$ cat src/rtl/biquad8_pkg.sv
// Shared types and constants for the biquad8 coefficient loader: FSM states,
// biquad control-space addresses and the packed table-entry layout.
package biquad8_pkg;

  typedef enum logic [2:0] {
    ST_IDLE,
    ST_FETCH,
    ST_XFER,
    ST_NEXT,
    ST_UPD,
    ST_DONE
  } state_t;

  localparam logic [6:0]  ADDR_UPDATE       = 7'h00;
  localparam logic [6:0]  ADDR_FIR          = 7'h04;
  localparam logic [6:0]  ADDR_IIR          = 7'h08;
  localparam logic [6:0]  ADDR_POLEFIR_BASE = 7'h10;
  localparam logic [31:0] UPDATE_DAT        = 32'h1;

  // Entry layout {adr[6:0], coefficient[17:0]}; the biquad is word-addressed.
  localparam int         ENTRY_W  = 25;
  localparam logic [6:0] ADR_MASK = 7'h7C;

  function automatic logic [ENTRY_W-1:0] make_entry(input logic [6:0] adr,
                                                    input logic [17:0] dat);
    return {adr & ADR_MASK, dat};
  endfunction

endpackage

$ cat src/rtl/biquad8_coeff_loader_if.sv
// Wishbone master port between the coefficient loader and the biquad8 control port.
interface biquad8_coeff_loader_if;
  // Classic single write: cyc=stb=we held with stable adr/dat/sel until the
  // target answers with one cycle of ack (done) or err (failed); err has priority.
  logic        wbm_cyc_o;
  logic        wbm_stb_o;
  logic        wbm_we_o;
  logic [6:0]  wbm_adr_o;
  logic [31:0] wbm_dat_o;
  logic [3:0]  wbm_sel_o;
  logic        wbm_ack_i;
  logic        wbm_err_i;

  modport master (
    output wbm_cyc_o, wbm_stb_o, wbm_we_o, wbm_adr_o, wbm_dat_o, wbm_sel_o,
    input  wbm_ack_i, wbm_err_i
  );

  modport slave (
    input  wbm_cyc_o, wbm_stb_o, wbm_we_o, wbm_adr_o, wbm_dat_o, wbm_sel_o,
    output wbm_ack_i, wbm_err_i
  );
endinterface

$ cat src/rtl/biquad8_coeff_table.sv
// Coefficient table RAM: one write port, one registered read port, no reset.
module biquad8_coeff_table #(
  parameter int DEPTH = 32,
  parameter int W     = 25
) (
  input  logic                     clk,
  input  logic                     wr_en,
  input  logic [$clog2(DEPTH)-1:0] wr_idx,
  input  logic [W-1:0]             wr_data,
  input  logic                     rd_en,
  input  logic [$clog2(DEPTH)-1:0] rd_idx,
  output logic [W-1:0]             rd_data
);

  logic [W-1:0] mem [DEPTH];

  always_ff @(posedge clk) begin
    if (wr_en) mem[wr_idx] <= wr_data;
    if (rd_en) rd_data <= mem[rd_idx];
  end

endmodule

$ cat src/rtl/biquad8_coeff_loader.sv
// Replays a host-loaded (address, coefficient) table as single Wishbone writes
// into the biquad8 control space, optionally followed by an update write.
module biquad8_coeff_loader
  import biquad8_pkg::*;
#(
  parameter int DEPTH     = 32,
  parameter int TIMEOUT   = 255,
  parameter int DO_UPDATE = 1
) (
  input  logic                     wb_clk_i,
  input  logic                     wb_rst_n_i,
  input  logic                     tbl_wr_i,
  input  logic [$clog2(DEPTH)-1:0] tbl_idx_i,
  input  logic [6:0]               tbl_adr_i,
  input  logic [17:0]              tbl_dat_i,
  input  logic [$clog2(DEPTH):0]   len_i,
  input  logic                     start_i,
  output logic                     busy_o,
  output logic                     done_o,
  output logic                     err_o,
  biquad8_coeff_loader_if.master   wbm,
  output state_t                   dbg_state
);

  localparam int              IW       = $clog2(DEPTH);
  localparam logic [IW-1:0]   IDX_ONE  = 1;
  localparam logic [IW:0]     REM_ONE  = 1;
  localparam logic [15:0]     TMO_LAST = 16'(TIMEOUT - 1);

  state_t             state;
  logic [IW-1:0]      idx;
  logic [IW:0]        rem;
  logic [15:0]        tcnt;
  logic               cyc_q;
  logic               upd_q;
  logic               busy_q;
  logic               done_q;
  logic               err_q;
  logic [ENTRY_W-1:0] rd_q;
  logic               tbl_we;
  logic               rd_en;

  // Host writes land only in IDLE, so a write issued with start is seen by FETCH.
  assign tbl_we = tbl_wr_i && (state == ST_IDLE);
  assign rd_en  = (state == ST_FETCH);

  biquad8_coeff_table #(
    .DEPTH (DEPTH),
    .W     (ENTRY_W)
  ) u_table (
    .clk     (wb_clk_i),
    .wr_en   (tbl_we),
    .wr_idx  (tbl_idx_i),
    .wr_data (make_entry(tbl_adr_i, tbl_dat_i)),
    .rd_en   (rd_en),
    .rd_idx  (idx),
    .rd_data (rd_q)
  );

  always_ff @(posedge wb_clk_i or negedge wb_rst_n_i) begin
    if (!wb_rst_n_i) begin
      state  <= ST_IDLE;
      idx    <= '0;
      rem    <= '0;
      tcnt   <= '0;
      cyc_q  <= 1'b0;
      upd_q  <= 1'b0;
      busy_q <= 1'b0;
      done_q <= 1'b0;
      err_q  <= 1'b0;
    end else begin
      done_q <= 1'b0;
      case (state)
        ST_IDLE: begin
          if (start_i) begin
            rem    <= len_i;
            idx    <= '0;
            err_q  <= 1'b0;
            busy_q <= 1'b1;
            if (len_i != '0) begin
              state <= ST_FETCH;
            end else if (DO_UPDATE != 0) begin
              state <= ST_UPD;
              cyc_q <= 1'b1;
              upd_q <= 1'b1;
              tcnt  <= '0;
            end else begin
              state <= ST_DONE;
            end
          end
        end
        ST_FETCH: begin
          state <= ST_XFER;
          cyc_q <= 1'b1;
          upd_q <= 1'b0;
          tcnt  <= '0;
        end
        ST_XFER, ST_UPD: begin
          // An ack on the last allowed cycle still completes the write.
          if (wbm.wbm_err_i || (!wbm.wbm_ack_i && tcnt == TMO_LAST)) begin
            cyc_q <= 1'b0;
            upd_q <= 1'b0;
            err_q <= 1'b1;
            state <= ST_DONE;
          end else if (wbm.wbm_ack_i) begin
            cyc_q <= 1'b0;
            upd_q <= 1'b0;
            state <= (state == ST_XFER) ? ST_NEXT : ST_DONE;
          end else if (tcnt != '1) begin
            tcnt <= tcnt + 16'd1;
          end
        end
        ST_NEXT: begin
          idx <= idx + IDX_ONE;
          rem <= rem - REM_ONE;
          if (rem != REM_ONE) begin
            state <= ST_FETCH;
          end else if (DO_UPDATE != 0) begin
            state <= ST_UPD;
            cyc_q <= 1'b1;
            upd_q <= 1'b1;
            tcnt  <= '0;
          end else begin
            state <= ST_DONE;
          end
        end
        ST_DONE: begin
          done_q <= 1'b1;
          busy_q <= 1'b0;
          state  <= ST_IDLE;
        end
        default: state <= ST_IDLE;
      endcase
    end
  end

  // The RAM read register is the data-phase register; cyc gating keeps the bus at 0 when idle.
  assign wbm.wbm_cyc_o = cyc_q;
  assign wbm.wbm_stb_o = cyc_q;
  assign wbm.wbm_we_o  = cyc_q;
  assign wbm.wbm_adr_o = !cyc_q ? 7'h00 : (upd_q ? ADDR_UPDATE : rd_q[24:18]);
  assign wbm.wbm_dat_o = !cyc_q ? 32'h0 : (upd_q ? UPDATE_DAT : {14'b0, rd_q[17:0]});
  assign wbm.wbm_sel_o = !cyc_q ? 4'h0 : (upd_q ? 4'h1 : 4'hF);

  assign busy_o    = busy_q;
  assign done_o    = done_q;
  assign err_o     = err_q;
  assign dbg_state = state;

endmodule

$ cat src/flat_wrapper.sv
// flat-port wrapper written by rule: the top's interface ports become plain ports
module biquad8_coeff_loader_flat import biquad8_pkg::*;
#(
  parameter int DEPTH     = 32,
  parameter int TIMEOUT   = 255,
  parameter int DO_UPDATE = 1
)
  (wb_clk_i, wb_rst_n_i, tbl_wr_i, tbl_idx_i, tbl_adr_i, tbl_dat_i, len_i, start_i, busy_o, done_o, err_o, dbg_state, wbm_wbm_cyc_o, wbm_wbm_stb_o, wbm_wbm_we_o, wbm_wbm_adr_o, wbm_wbm_dat_o, wbm_wbm_sel_o, wbm_wbm_ack_i, wbm_wbm_err_i);
  biquad8_coeff_loader_if wbm_i ();
  input  logic wb_clk_i;
  input  logic wb_rst_n_i;
  input  logic tbl_wr_i;
  input  logic [$clog2(DEPTH)-1:0] tbl_idx_i;
  input  logic [6:0] tbl_adr_i;
  input  logic [17:0] tbl_dat_i;
  input  logic [$clog2(DEPTH):0] len_i;
  input  logic start_i;
  output logic busy_o;
  output logic done_o;
  output logic err_o;
  output state_t dbg_state;
  output wire logic [$bits(wbm_i.wbm_cyc_o)-1:0] wbm_wbm_cyc_o;
  output wire logic [$bits(wbm_i.wbm_stb_o)-1:0] wbm_wbm_stb_o;
  output wire logic [$bits(wbm_i.wbm_we_o)-1:0] wbm_wbm_we_o;
  output wire logic [$bits(wbm_i.wbm_adr_o)-1:0] wbm_wbm_adr_o;
  output wire logic [$bits(wbm_i.wbm_dat_o)-1:0] wbm_wbm_dat_o;
  output wire logic [$bits(wbm_i.wbm_sel_o)-1:0] wbm_wbm_sel_o;
  input wire logic [$bits(wbm_i.wbm_ack_i)-1:0] wbm_wbm_ack_i;
  input wire logic [$bits(wbm_i.wbm_err_i)-1:0] wbm_wbm_err_i;
  assign wbm_wbm_cyc_o = wbm_i.wbm_cyc_o;
  assign wbm_wbm_stb_o = wbm_i.wbm_stb_o;
  assign wbm_wbm_we_o = wbm_i.wbm_we_o;
  assign wbm_wbm_adr_o = wbm_i.wbm_adr_o;
  assign wbm_wbm_dat_o = wbm_i.wbm_dat_o;
  assign wbm_wbm_sel_o = wbm_i.wbm_sel_o;
  assign wbm_i.wbm_ack_i = wbm_wbm_ack_i;
  assign wbm_i.wbm_err_i = wbm_wbm_err_i;
  biquad8_coeff_loader #(.DEPTH(DEPTH), .TIMEOUT(TIMEOUT), .DO_UPDATE(DO_UPDATE)) u_core (.wb_clk_i(wb_clk_i), .wb_rst_n_i(wb_rst_n_i), .tbl_wr_i(tbl_wr_i), .tbl_idx_i(tbl_idx_i), .tbl_adr_i(tbl_adr_i), .tbl_dat_i(tbl_dat_i), .len_i(len_i), .start_i(start_i), .busy_o(busy_o), .done_o(done_o), .err_o(err_o), .wbm(wbm_i), .dbg_state(dbg_state));
endmodule
$ cat config.mk
export PLATFORM = sky130hd
export DESIGN_NAME = biquad8_coeff_loader_flat
export DESIGN_NICKNAME = d
export VERILOG_FILES = /design/src/rtl/biquad8_pkg.sv /design/src/rtl/biquad8_coeff_loader_if.sv /design/src/rtl/biquad8_coeff_table.sv /design/src/rtl/biquad8_coeff_loader.sv /design/src/flat_wrapper.sv
export SDC_FILE = /design/constraint.sdc
export NUM_CORES = 1
export LEC_CHECK = 0
export CAP_MARGIN = 20
export CELL_PAD_IN_SITES_DETAIL_PLACEMENT = 0
export CELL_PAD_IN_SITES_GLOBAL_PLACEMENT = 2
export CORE_MARGIN = 4
export CORE_UTILIZATION = 52
export CTS_CLUSTER_DIAMETER = 30
export CTS_CLUSTER_SIZE = 25
export DETAILED_ROUTE_END_ITERATION = 16
export GPL_TIMING_DRIVEN = 0
export PLACE_DENSITY = 0.94
export SLEW_MARGIN = 30
export SYNTH_ARGS = -nofsm -noshare
export SYNTH_HDL_FRONTEND = slang
export SYNTH_SLANG_ARGS = --single-unit
$ cat constraint.sdc
create_clock -name wb_clk_i -period 7.25 [get_ports wb_clk_i]
set_clock_uncertainty 0.1 [all_clocks]
set_input_delay 1.8125 -clock wb_clk_i [delete_from_list [all_inputs] [get_ports wb_clk_i]]
set_output_delay 1.8125 -clock wb_clk_i [all_outputs]
set_load 0.005 [all_outputs]
==> results of run 1 <==
## synth_stat cells (all sizes together), types with 2 or more instances
library cell / n
a21oi: 14
nand3: 17
clkbuf: 35
a31oi: 18
or3b: 2
and2: 23
and4: 3
o21a: 2
mux2i: 92
a211oi: 3
nor4: 2
buf: 65
and3: 5
inv: 6
nor2b: 4
ha: 5
or3: 3
a22o: 23
o21ai: 13
mux2: 3
nor3: 5
nand2: 28
a41oi: 8
xor2: 2
nor2: 55
dfrtp: 35
o221a: 2
mux4: 184
a221oi: 23
nand3b: 5
nand4: 4
edfxtp: 759
nand2b: 4
## registers in the layout, indices dropped and copies added, names as in the netlist
name,cells
u_core.u_table.rd_data,23
u_core.err_o,1
u_core.idx,5
u_core.done_o,1
u_core.dbg_state,3
u_core.tcnt,16
u_core.u_table.mem,736
u_core.rem,6
u_core.busy_o,1
u_core.upd_q,1
u_core.wbm.wbm_cyc_o,1
## power by group
part / switching [mW] / internal, mW
logic: 1.54 / 1.23
registers: 0.0699 / 5.21
clock network: 2.31 / 4.04
## worst paths after layout
| path | endpoint | depth (start not counted) |
|---|---|---|
| setup / recovery | wbm_wbm_dat_o[3] | 4 |
| hold / removal | u_core.err_o | 2 |
| setup reg to reg | u_core.u_table.mem[21][9] | 7 |
| hold reg to reg | u_core.err_o | 2 |
| max in group asynchronous | u_core.tcnt[2] | 2 |
| min in group asynchronous | u_core.tcnt[12] | 1 |
## layout make-up
cell class | instances | area, µm²
Buffer | 100 | 541.8
Clock buffer | 147 | 3487
Clock inverter | 98 | 1089
Fill cell | 3650 | 20700
Inverter | 6 | 22.52
Multi-Input combinational cell | 579 | 7187
Sequential cell | 794 | 23670
Tap cell | 773 | 967.2
Timing Repair Buffer | 111 | 1470
## logic make-up after synthesis
logic type      count (synthesis)  synth area share
xor+xnor                        2         0.0005631
compound gates                112           0.02743
simple gates                  165           0.02723
fa+ha+maj                       5          0.002011
mux                           279            0.1639
buf+inv                       106           0.01806
flops                         794            0.7607
other cells                     1         0.0001205
## worst max-delay path: cells and delay by family, from the launching register on
kind                   cells  cell delay (ns)
buffers and inverters      2             1.04
AND/OR/NAND/NOR            2             0.88
flip-flops                 1             0.47
## metrics by stage
step           area [µm²]  hold WS, ns
3_5_place_dp        33840       0.3828
5_1_grt             38430       0.4194
6_report            38430       0.3902
4_1_cts             38420       0.3940
3_3_place_gp        32890       0.3699
2_1_floorplan       31170       0.3673
## metal layers
layer	vias to the layer above	track usage
met1	8516	0.3241
li1	6689	-
met4	0	0.1197
met3	185	0.06411
met5	-	0
met2	948	0.3850
==> run_results.csv, run 1 <==
group,metric,value,unit
detailed_routing,route.final.wire_length,76130,µm
timing,hold_viol,0,
detailed_routing,initial_detailed_routing_violation_count,1975,
worst_setup_path,timing.critical_path.slowest_stage_cell,"sky130_fd_sc_hd__nor2b_1",
worst_setup_path,criticalPathCategory,"reg2out",
detailed_routing,remaining_drc_errors,0,
min_path,hold_path_startpoint,"u_core.err_o",
run,max_cap_viol_count,0,
worst_setup_path,cpPeakStageDelay,0.59,ns
synthesis,synth_cells,1464,
worst_setup_path,timing.critical_path.to_type,"output port",
worst_setup_path,crit_path_cell_trace,"nor2b_1 > clkbuf_1 > and2_1 > clkdlybuf4s50_1",
detailed_routing,dr_total_vias,16340,
detailed_routing,antenna_violating_nets_post_route,0,
synthesis,synth-main-ff-cell,"sky130_fd_sc_hd__edfxtp_1",
worst_setup_path,critical_path_required,5.34,ns
floorplan,floorplan.io_pins,94,
timing,grt_setup_unrepaired,"false",
floorplan,fp.dieW,252.6,µm
timing,worst_slew_pin_slew,0.9393,ns
global_route,first_global_vias,16940,
clock_tree,h-tree-depth,4,
global_route,antenna_violations_before_repair,0,
clock_tree,cts_num_sinks,794,
global_route,globalRouteOverflowTotal,0,
synthesis,synth.yosys.warnings,0,
floorplan,floorplan.die_area,63810,µm²
timing,final_clock_period_utilization_by_the_worst_path,0.6893,
floorplan,start_util,0.5262,
power_and_ir_drop,total_power,14.40,mW
layout,areaGrowthSynthToFinish,23.53,%
min_path,timing.hold.worst.class,"reg2reg",
timing,maxSlewViolCount,0,
placed_design,dp_hpwl,46100,µm
clock_tree,ctsLongestPathBuffers,3,
clock_tree,cts_root_buffer,"sky130_fd_sc_hd__clkbuf_16",
placed_design,numPlacedInstances,2361,
timing,post-route-worst-setup-slack,2.252,ns
power_and_ir_drop,power.static_leakage,12.35,nW
worst_setup_path,critPathLaunch,"u_core.wbm.wbm_cyc_o",
synthesis,postSynthRegisterBits,794,
synthesis,ys_seq_area_frac,0.7607,
synthesis,ys_async_rst_share,0.04408,
detailed_routing,routed_length_on_met1,28710,µm
clock_tree,cts.hold.buffers_added,0,
timing,report.final.setup_viol,0,
timing,fmax,0.2001,GHz
status,outcome,"completed",
global_route,grt_util_all_layers,0.2451,
synthesis,yosys.area.top_type,"sky130_fd_sc_hd__edfxtp_1",
synthesis,number_of_enable_type_register_cells_in_the_synthesized_netlist,759,
clock_tree,worst_setup_hold_path_clk_slew,0.05,ns
synthesis,synth.area.top_cells,"sky130_fd_sc_hd__edfxtp_1, sky130_fd_sc_hd__mux4_2, sky130_fd_sc_hd__mux2i_1, sky130_fd_sc_hd__dfrtp_1, sky130_fd_sc_hd__buf_4",
layout,top_library_cells_by_usage_in_the_layout_fill_and_taps_aside,"sky130_fd_sc_hd__edfxtp_1, sky130_fd_sc_hd__mux4_2, sky130_fd_sc_hd__clkbuf_16",
timing,tns,0,ns
layout,finalNetCount,1773,
global_route,grt_max_degree,33,
layout,diodes,0,
detailed_routing,wire_per_inst,29.19,µm
clock_tree,cts_made_buffers,134,
worst_setup_path,timing.critical_path.arrival,3.09,ns
layout,final_core_utilization,0.6500,
placed_design,preCtsSetupSlack,2.555,ns
power_and_ir_drop,ir_drop,0.0002616,V
synthesis,post_synth_num_cell_types,53,
timing,max_slew_margin,0.3723,
detailed_routing,top_layer,"met4",
synthesis,postSynthAreaPerCell,21.25,µm²
worst_setup_path,crit_path_start_kind,"register",
detailed_routing,drt_pass1_iterations,5,
detailed_routing,drt-vias-per-instance,6.265,
layout,final_layout_size_suffix_gt1_frac,0.3150,
timing,period_minus_slack,4.998,ns
layout,mostFrequentLayoutCell,"sky130_fd_sc_hd__edfxtp_1",
worst_setup_path,worstPathMaxFanout,10,
clock_tree,cts_tree,"built",
clock_tree,postCtsResizedCells,0,
synthesis,yosys.area.top_type_share,0.7326,
layout,cell_count_final_fillers_out,2608,
power_and_ir_drop,power_density,374.6,nW/µm²
detailed_routing,dr_wl_met3,6913,µm
worst_setup_path,r2r_setup_slack,3.82,ns
floorplan,die_height,252.6,µm
worst_setup_path,worst_r2r_startpoint,"u_core.dbg_state[1]",
global_route,global_route_wire_length_before_repair,112400,µm
placed_design,total_of_buffers_placed_on_input_and_output_ports,75,
clock_tree,buffers_inserted_during_post_cts_setup_optimization,0,
detailed_routing,met2_wirelength,36930,µm
floorplan,core.rowCount,89,
placed_design,gp_congestion,0.9022,
synthesis,synth.cell_area,31110,µm²
floorplan,floorplan.core_area,59130,µm²
clock_tree,clock_latency,0.71,ns
(Power assumes the default switching activity.)
==> inputs of run 2 (changes only) <==
--- a/config.mk
+++ b/config.mk
@@ -9,12 +9,12 @@
 export CELL_PAD_IN_SITES_DETAIL_PLACEMENT = 0
 export CELL_PAD_IN_SITES_GLOBAL_PLACEMENT = 2
 export CORE_MARGIN = 4
-export CORE_UTILIZATION = 52
+export CORE_UTILIZATION = 49
 export CTS_CLUSTER_DIAMETER = 30
 export CTS_CLUSTER_SIZE = 25
 export DETAILED_ROUTE_END_ITERATION = 16
 export GPL_TIMING_DRIVEN = 0
-export PLACE_DENSITY = 0.94
+export PLACE_DENSITY = 0.89
 export SLEW_MARGIN = 30
 export SYNTH_ARGS = -nofsm -noshare
 export SYNTH_HDL_FRONTEND = slang
==> constraint.sdc (replaced) <==
create_clock -name wb_clk_i -period 4.7 [get_ports wb_clk_i]
set_clock_uncertainty 0.1 [all_clocks]
set_input_delay 1.175 -clock wb_clk_i [delete_from_list [all_inputs] [get_ports wb_clk_i]]
set_output_delay 1.175 -clock wb_clk_i [all_outputs]
set_load 0.005 [all_outputs]
==> run_results.csv, run 2 (synthesis results as in run 1) <==
group,metric,value,unit
placed_design,place_area,34000,µm²
global_route,global_route_wire_length_before_repair,111300,µm
timing,worst_slew_pin_slew,0.9601,ns
detailed_routing,drt_pass1_iterations,5,
global_route,top_usage_layer,"met2",
floorplan,floorplan.core_area,62970,µm²
layout,registers.top_by_ff_count,"u_core.u_table.mem",
global_route,antenna_violations_before_repair,4,
clock_tree,clock_latency,0.70,ns
layout,cell_count_final_fillers_out,2681,
placed_design,dp_hpwl,46420,µm
floorplan,core.rowCount,92,
global_route,groute.layer.met2.usage,0.3703,
run,max_cap_viol_count,0,
timing,fmax,0.2326,GHz
detailed_routing,route.final.wire_length,76190,µm
power_and_ir_drop,total_power,22.44,mW
floorplan,fp.dieW,260.0,µm
layout,final_layout_size_suffix_gt1_frac,0.3106,
timing,report.final.setup_viol,0,
worst_setup_path,worstPathMaxFanout,10,
placed_design,numPlacedInstances,2434,
timing,final_clock_period_utilization_by_the_worst_path,0.9149,
detailed_routing,antenna_violating_nets_post_route,0,
detailed_routing,dr_total_vias,16090,
layout,finish.instance_area,38700,µm²
timing,grt_setup_unrepaired,"false",
timing,max_slew_margin,0.3599,
timing,post-route-worst-setup-slack,0.4000,ns
worst_setup_path,timing.critical_path.to_type,"output port",
min_path,timing.hold.worst.class,"in2async",
worst_setup_path,timing.critical_path.arrival,3.02,ns
power_and_ir_drop,ir_drop,0.0004091,V
clock_tree,cts_root_buffer,"sky130_fd_sc_hd__clkbuf_16",
layout,areaGrowthSynthToFinish,24.38,%
placed_design,preCtsSetupSlack,0.5962,ns
floorplan,start_util,0.4941,
status,outcome,"completed",
clock_tree,h-tree-depth,4,
detailed_routing,wire_per_inst,28.42,µm
global_route,grt_util_all_layers,0.2313,
clock_tree,buffers_inserted_during_post_cts_setup_optimization,0,
layout,fillCellCount,4214,
global_route,globalRouteOverflowTotal,0,
global_route,global_route.usage.met3,0.06885,
timing,maxSlewViolCount,0,
clock_tree,cts_tree,"built",
clock_tree,ctsLongestPathBuffers,3,
global_route,grt_max_degree,33,
placed_design,total_of_buffers_placed_on_input_and_output_ports,75,
layout,largest_registers,"u_core.u_table.mem x736, u_core.u_table.rd_data x23, u_core.tcnt x16",
power_and_ir_drop,power_density,579.8,nW/µm²
worst_setup_path,critical_path_required,3.42,ns
timing,period_minus_slack,4.300,ns
global_route,met1_demand_to_capacity_share_in_global_routing,0.2963,
floorplan,floorplan.die_area,67590,µm²
power_and_ir_drop,power.static_leakage,12.44,nW
layout,diodes,0,
clock_tree,cts_made_buffers,135,
floorplan,floorplan.io_pins,94,
detailed_routing,drt-vias-per-instance,6.002,
floorplan,die_height,260.0,µm
layout,largest_reg_flops,736,
clock_tree,cts.hold.buffers_added,0,
worst_setup_path,reg2reg_depth,7,
clock_tree,postCtsResizedCells,0,
detailed_routing,remaining_drc_errors,0,
detailed_routing,initial_detailed_routing_violation_count,1830,
timing,finalHoldWorstSlack,0.2724,ns
clock_tree,worst_setup_hold_path_clk_slew,0.05,ns
layout,top_library_cells_by_usage_in_the_layout_fill_and_taps_aside,"sky130_fd_sc_hd__edfxtp_1, sky130_fd_sc_hd__mux4_2, sky130_fd_sc_hd__clkbuf_16",
layout,mostFrequentLayoutCell,"sky130_fd_sc_hd__edfxtp_1",
placed_design,gp_congestion,0.8596,
clock_tree,cts_num_sinks,794,
worst_setup_path,criticalPathCategory,"reg2out",
worst_setup_path,crit_path_start_kind,"register",
layout,finalNetCount,1774,
timing,hold_viol,0,
global_route,first_global_vias,16640,
==> run 2: per-stage QoR <==
| step | utilization | TNS, ns |
|---|---|---|
| after floorplan | - | 0 |
| after global placement | 0.5237 | -35.79 |
| after detailed placement | 0.5399 | 0 |
| after CTS | 0.6143 | 0 |
| after global routing | 0.6146 | 0 |
| final | 0.6146 | 0 |
==> run 2: worst paths after layout <==
| check | to | startpoint | slack, ns |
|---|---|---|---|
| worst max-delay path | wbm_wbm_dat_o[4] | u_core.wbm.wbm_cyc_o | 0.40 |
| worst min-delay path | u_core.tcnt[4] | wb_rst_n_i | 0.27 |
| worst max register to register | u_core.u_table.mem[25][22] | u_core.dbg_state[1] | 1.36 |
| worst min register to register | u_core.err_o | u_core.err_o | 0.39 |
| max in group asynchronous | u_core.tcnt[14] | wb_rst_n_i | 3.81 |
| min in group wb_clk_i | u_core.err_o | u_core.err_o | 0.39 |
==> run 2: final cells by class <==
class | instances | area (µm²) | share of cell area
Buffer | 100 | 541.8 | 0.01400
Clock buffer | 158 | 3612 | 0.09335
Clock inverter | 87 | 1072 | 0.02771
Inverter | 6 | 22.52 | 0.0005820
Multi-Input combinational cell | 579 | 7187 | 0.1857
Sequential cell | 794 | 23670 | 0.6116
Tap cell | 846 | 1059 | 0.02735
Timing Repair Buffer | 111 | 1535 | 0.03967
==> run 2: layer usage <==
layer,part of all wire,up-vias
met1,0.37,8408
met5,0.00073,-
met3,0.087,163
met2,0.50,814
li1,-,6699
met4,0.040,8
==> run 2: power breakdown <==
part	internal [mW]	switching [mW]	total [mW]
Clock	6.50	3.48	9.99
Sequential	8.04	0.102	8.14
Combinational	1.90	2.40	4.31
Total	16.4	5.99	22.4
==> run 2: critical path, stage by stage (launching register included) <==
cell,delay [ns]
sky130_fd_sc_hd__dfrtp_1,0.45
sky130_fd_sc_hd__nor2b_1,0.56
sky130_fd_sc_hd__clkbuf_1,0.49
sky130_fd_sc_hd__and2_1,0.30
sky130_fd_sc_hd__clkdlybuf4s50_1,0.53
==> inputs of run 3 (changes only) <==
--- a/config.mk
+++ b/config.mk
@@ -8,6 +8,7 @@
 export CAP_MARGIN = 20
 export CELL_PAD_IN_SITES_DETAIL_PLACEMENT = 0
 export CELL_PAD_IN_SITES_GLOBAL_PLACEMENT = 2
+export CORE_ASPECT_RATIO = 1.1
 export CORE_MARGIN = 4
 export CORE_UTILIZATION = 49
 export CTS_CLUSTER_DIAMETER = 30
==> run_results.csv, run 3 (synthesis results as in run 1) <==
group,metric,value,unit
layout,mostFrequentLayoutCell,"sky130_fd_sc_hd__edfxtp_1",
global_route,grt_util_all_layers,0.2319,
floorplan,core.rowCount,96,
clock_tree,cts_tree,"built",
layout,registers.top_by_ff_count,"u_core.u_table.mem",
layout,final_core_utilization,0.6176,
timing,finalHoldWorstSlack,0.2416,ns
run,max_cap_viol_count,0,
power_and_ir_drop,p_seq_frac,0.363,
floorplan,floorplan.core_area,62580,µm²
layout,areaGrowthSynthToFinish,24.22,%
layout,fillCellCount,4131,
power_and_ir_drop,power_switching_share,0.2674,
layout,largest_reg_flops,736,
clock_tree,cts_made_buffers,137,
power_and_ir_drop,share_clk_of_total_power,0.445,
power_and_ir_drop,ir_drop,0.0004961,V
power_and_ir_drop,combPwrFrac,0.192,
placed_design,dp_hpwl,47070,µm
power_and_ir_drop,net_switching,6.003,mW
layout,regArea,23670,µm²
layout,cell_count_final_fillers_out,2676,
power_and_ir_drop,power.static_leakage,12.44,nW
clock_tree,clock_latency,0.72,ns
timing,hold_viol,0,
timing,max_slew_margin,0.4117,
layout,multi_input_area,7187,µm²
worst_setup_path,timing.critical_path.to,"wbm_wbm_dat_o[8]",
detailed_routing,antenna_violating_nets_post_route,0,
timing,fmax,0.2433,GHz
global_route,first_global_vias,16580,
detailed_routing,drt_pass1_iterations,7,
clock_tree,cts_root_buffer,"sky130_fd_sc_hd__clkbuf_16",
placed_design,numPlacedInstances,2420,
floorplan,start_util,0.4972,
detailed_routing,dr_total_vias,16210,
placed_design,total_of_buffers_placed_on_input_and_output_ports,75,
status,outcome,"completed",
global_route,global_route_wire_length_before_repair,111900,µm
clock_tree,cts.hold.buffers_added,0,
global_route,globalRouteOverflowTotal,0,
worst_setup_path,crit_path_start_kind,"register",
detailed_routing,route.final.wire_length,76870,µm
timing,tns,0,ns
worst_setup_path,r2r-end,"u_core.u_table.rd_data[4]",
layout,largest_registers,"u_core.u_table.mem x736, u_core.u_table.rd_data x23, u_core.tcnt x16",
worst_setup_path,critPathLaunch,"u_core.wbm.wbm_cyc_o",
worst_setup_path,reg2reg_depth,7,
min_path,timing.hold.worst.class,"in2async",
clock_tree,ctsLongestPathBuffers,3,
clock_tree,buffers_inserted_during_post_cts_setup_optimization,0,
detailed_routing,initial_detailed_routing_violation_count,1707,
worst_setup_path,timing.critical_path.arrival,2.83,ns
detailed_routing,drt-vias-per-instance,6.057,
placed_design,gp_congestion,0.9244,
timing,maxSlewViolCount,0,
global_route,antenna_violations_before_repair,7,
clock_tree,cts_num_sinks,794,
global_route,grt_max_degree,33,
timing,final_clock_period_utilization_by_the_worst_path,0.8744,
worst_setup_path,worst_r2r_startpoint,"u_core.idx[1]",
detailed_routing,remaining_drc_errors,0,
clock_tree,h-tree-depth,4,
timing,report.final.setup_viol,0,
worst_setup_path,timing.critical_path.to_type,"output port",
floorplan,floorplan.die_area,67590,µm²
worst_setup_path,worstPathMaxFanout,10,
power_and_ir_drop,power_density,581.0,nW/µm²
detailed_routing,wire_per_inst,28.72,µm
floorplan,fp.dieW,248.3,µm
timing,period_minus_slack,4.110,ns
floorplan,floorplan.io_pins,94,
clock_tree,worst_setup_hold_path_clk_slew,0.05,ns
clock_tree,postCtsResizedCells,0,
floorplan,die_height,272.3,µm
layout,top_library_cells_by_usage_in_the_layout_fill_and_taps_aside,"sky130_fd_sc_hd__edfxtp_1, sky130_fd_sc_hd__mux4_2, sky130_fd_sc_hd__clkbuf_16",
timing,worst_slew_pin_slew,0.8803,ns
timing,grt_setup_unrepaired,"false",
power_and_ir_drop,power_report.internal_total,16.45,mW
layout,final_layout_size_suffix_gt1_frac,0.3143,
worst_setup_path,critical_path_required,3.42,ns
worst_setup_path,r2r_setup_slack,1.29,ns
layout,finalNetCount,1775,
worst_setup_path,criticalPathCategory,"reg2out",
## run 3: area by class of cell
cell class	count	area share
diodes	4	0.0002590
plain buffers	100	0.01402
well taps	833	0.02697
flip-flops and latches	794	0.6124
repair buffers	110	0.03804
clock inverters	94	0.02797
inverters	6	0.0005827
clock buffers	156	0.09382
multi-input cells	579	0.1860
## run 3: power by group through the flow
stage	clock, mW	sequential [mW]	combinational, mW
2_1_floorplan	0	8.25	2.66
3_3_place_gp	0	8.28	4.13
3_5_place_dp	0	8.28	4.25
4_1_cts	10.1	8.15	4.31
5_1_grt	10.5	8.16	4.55
6_report	10.0	8.15	4.31
## run 3: per-stage QoR
| step | worst slack [ns] | total power [mW] | instance area, µm² |
|---|---|---|---|
| 3_5_place_dp | 0.5942 | 12.53 | 33910 |
| 4_1_cts | 0.6247 | 22.56 | 38620 |
| 5_1_grt | 0.4672 | 23.20 | 38640 |
| 3_3_place_gp | -0.1742 | 12.41 | 32960 |
| 6_report | 0.5904 | 22.45 | 38650 |
| 2_1_floorplan | 1.478 | 10.91 | 31170 |
## run 3: worst min-delay path by stage
stage	startpoint	end	slack (ns)
2_1_floorplan	u_core.tcnt[9]	u_core.tcnt[9]	0.37
6_report	wb_rst_n_i	u_core.rem[4]	0.24
3_3_place_gp	u_core.err_o	u_core.err_o	0.37
4_1_cts	wb_rst_n_i	u_core.rem[1]	0.21
5_1_grt	wb_rst_n_i	u_core.rem[4]	0.24
3_5_place_dp	u_core.err_o	u_core.err_o	0.38
## run 3: critical path, stage by stage (launching register included)
cell                              delay [ns]
sky130_fd_sc_hd__dfrtp_1                0.44
sky130_fd_sc_hd__nor2b_1                0.32
sky130_fd_sc_hd__clkbuf_1               0.39
sky130_fd_sc_hd__and2_1                 0.40
sky130_fd_sc_hd__clkdlybuf4s50_1        0.59
## run 3: routing by layer
metal / track usage / part of all wire
met2: 0.3745 / 0.50
met1: 0.3035 / 0.37
met5: 0 / 0.00053
met4: 0.08711 / 0.032
met3: 0.06439 / 0.096
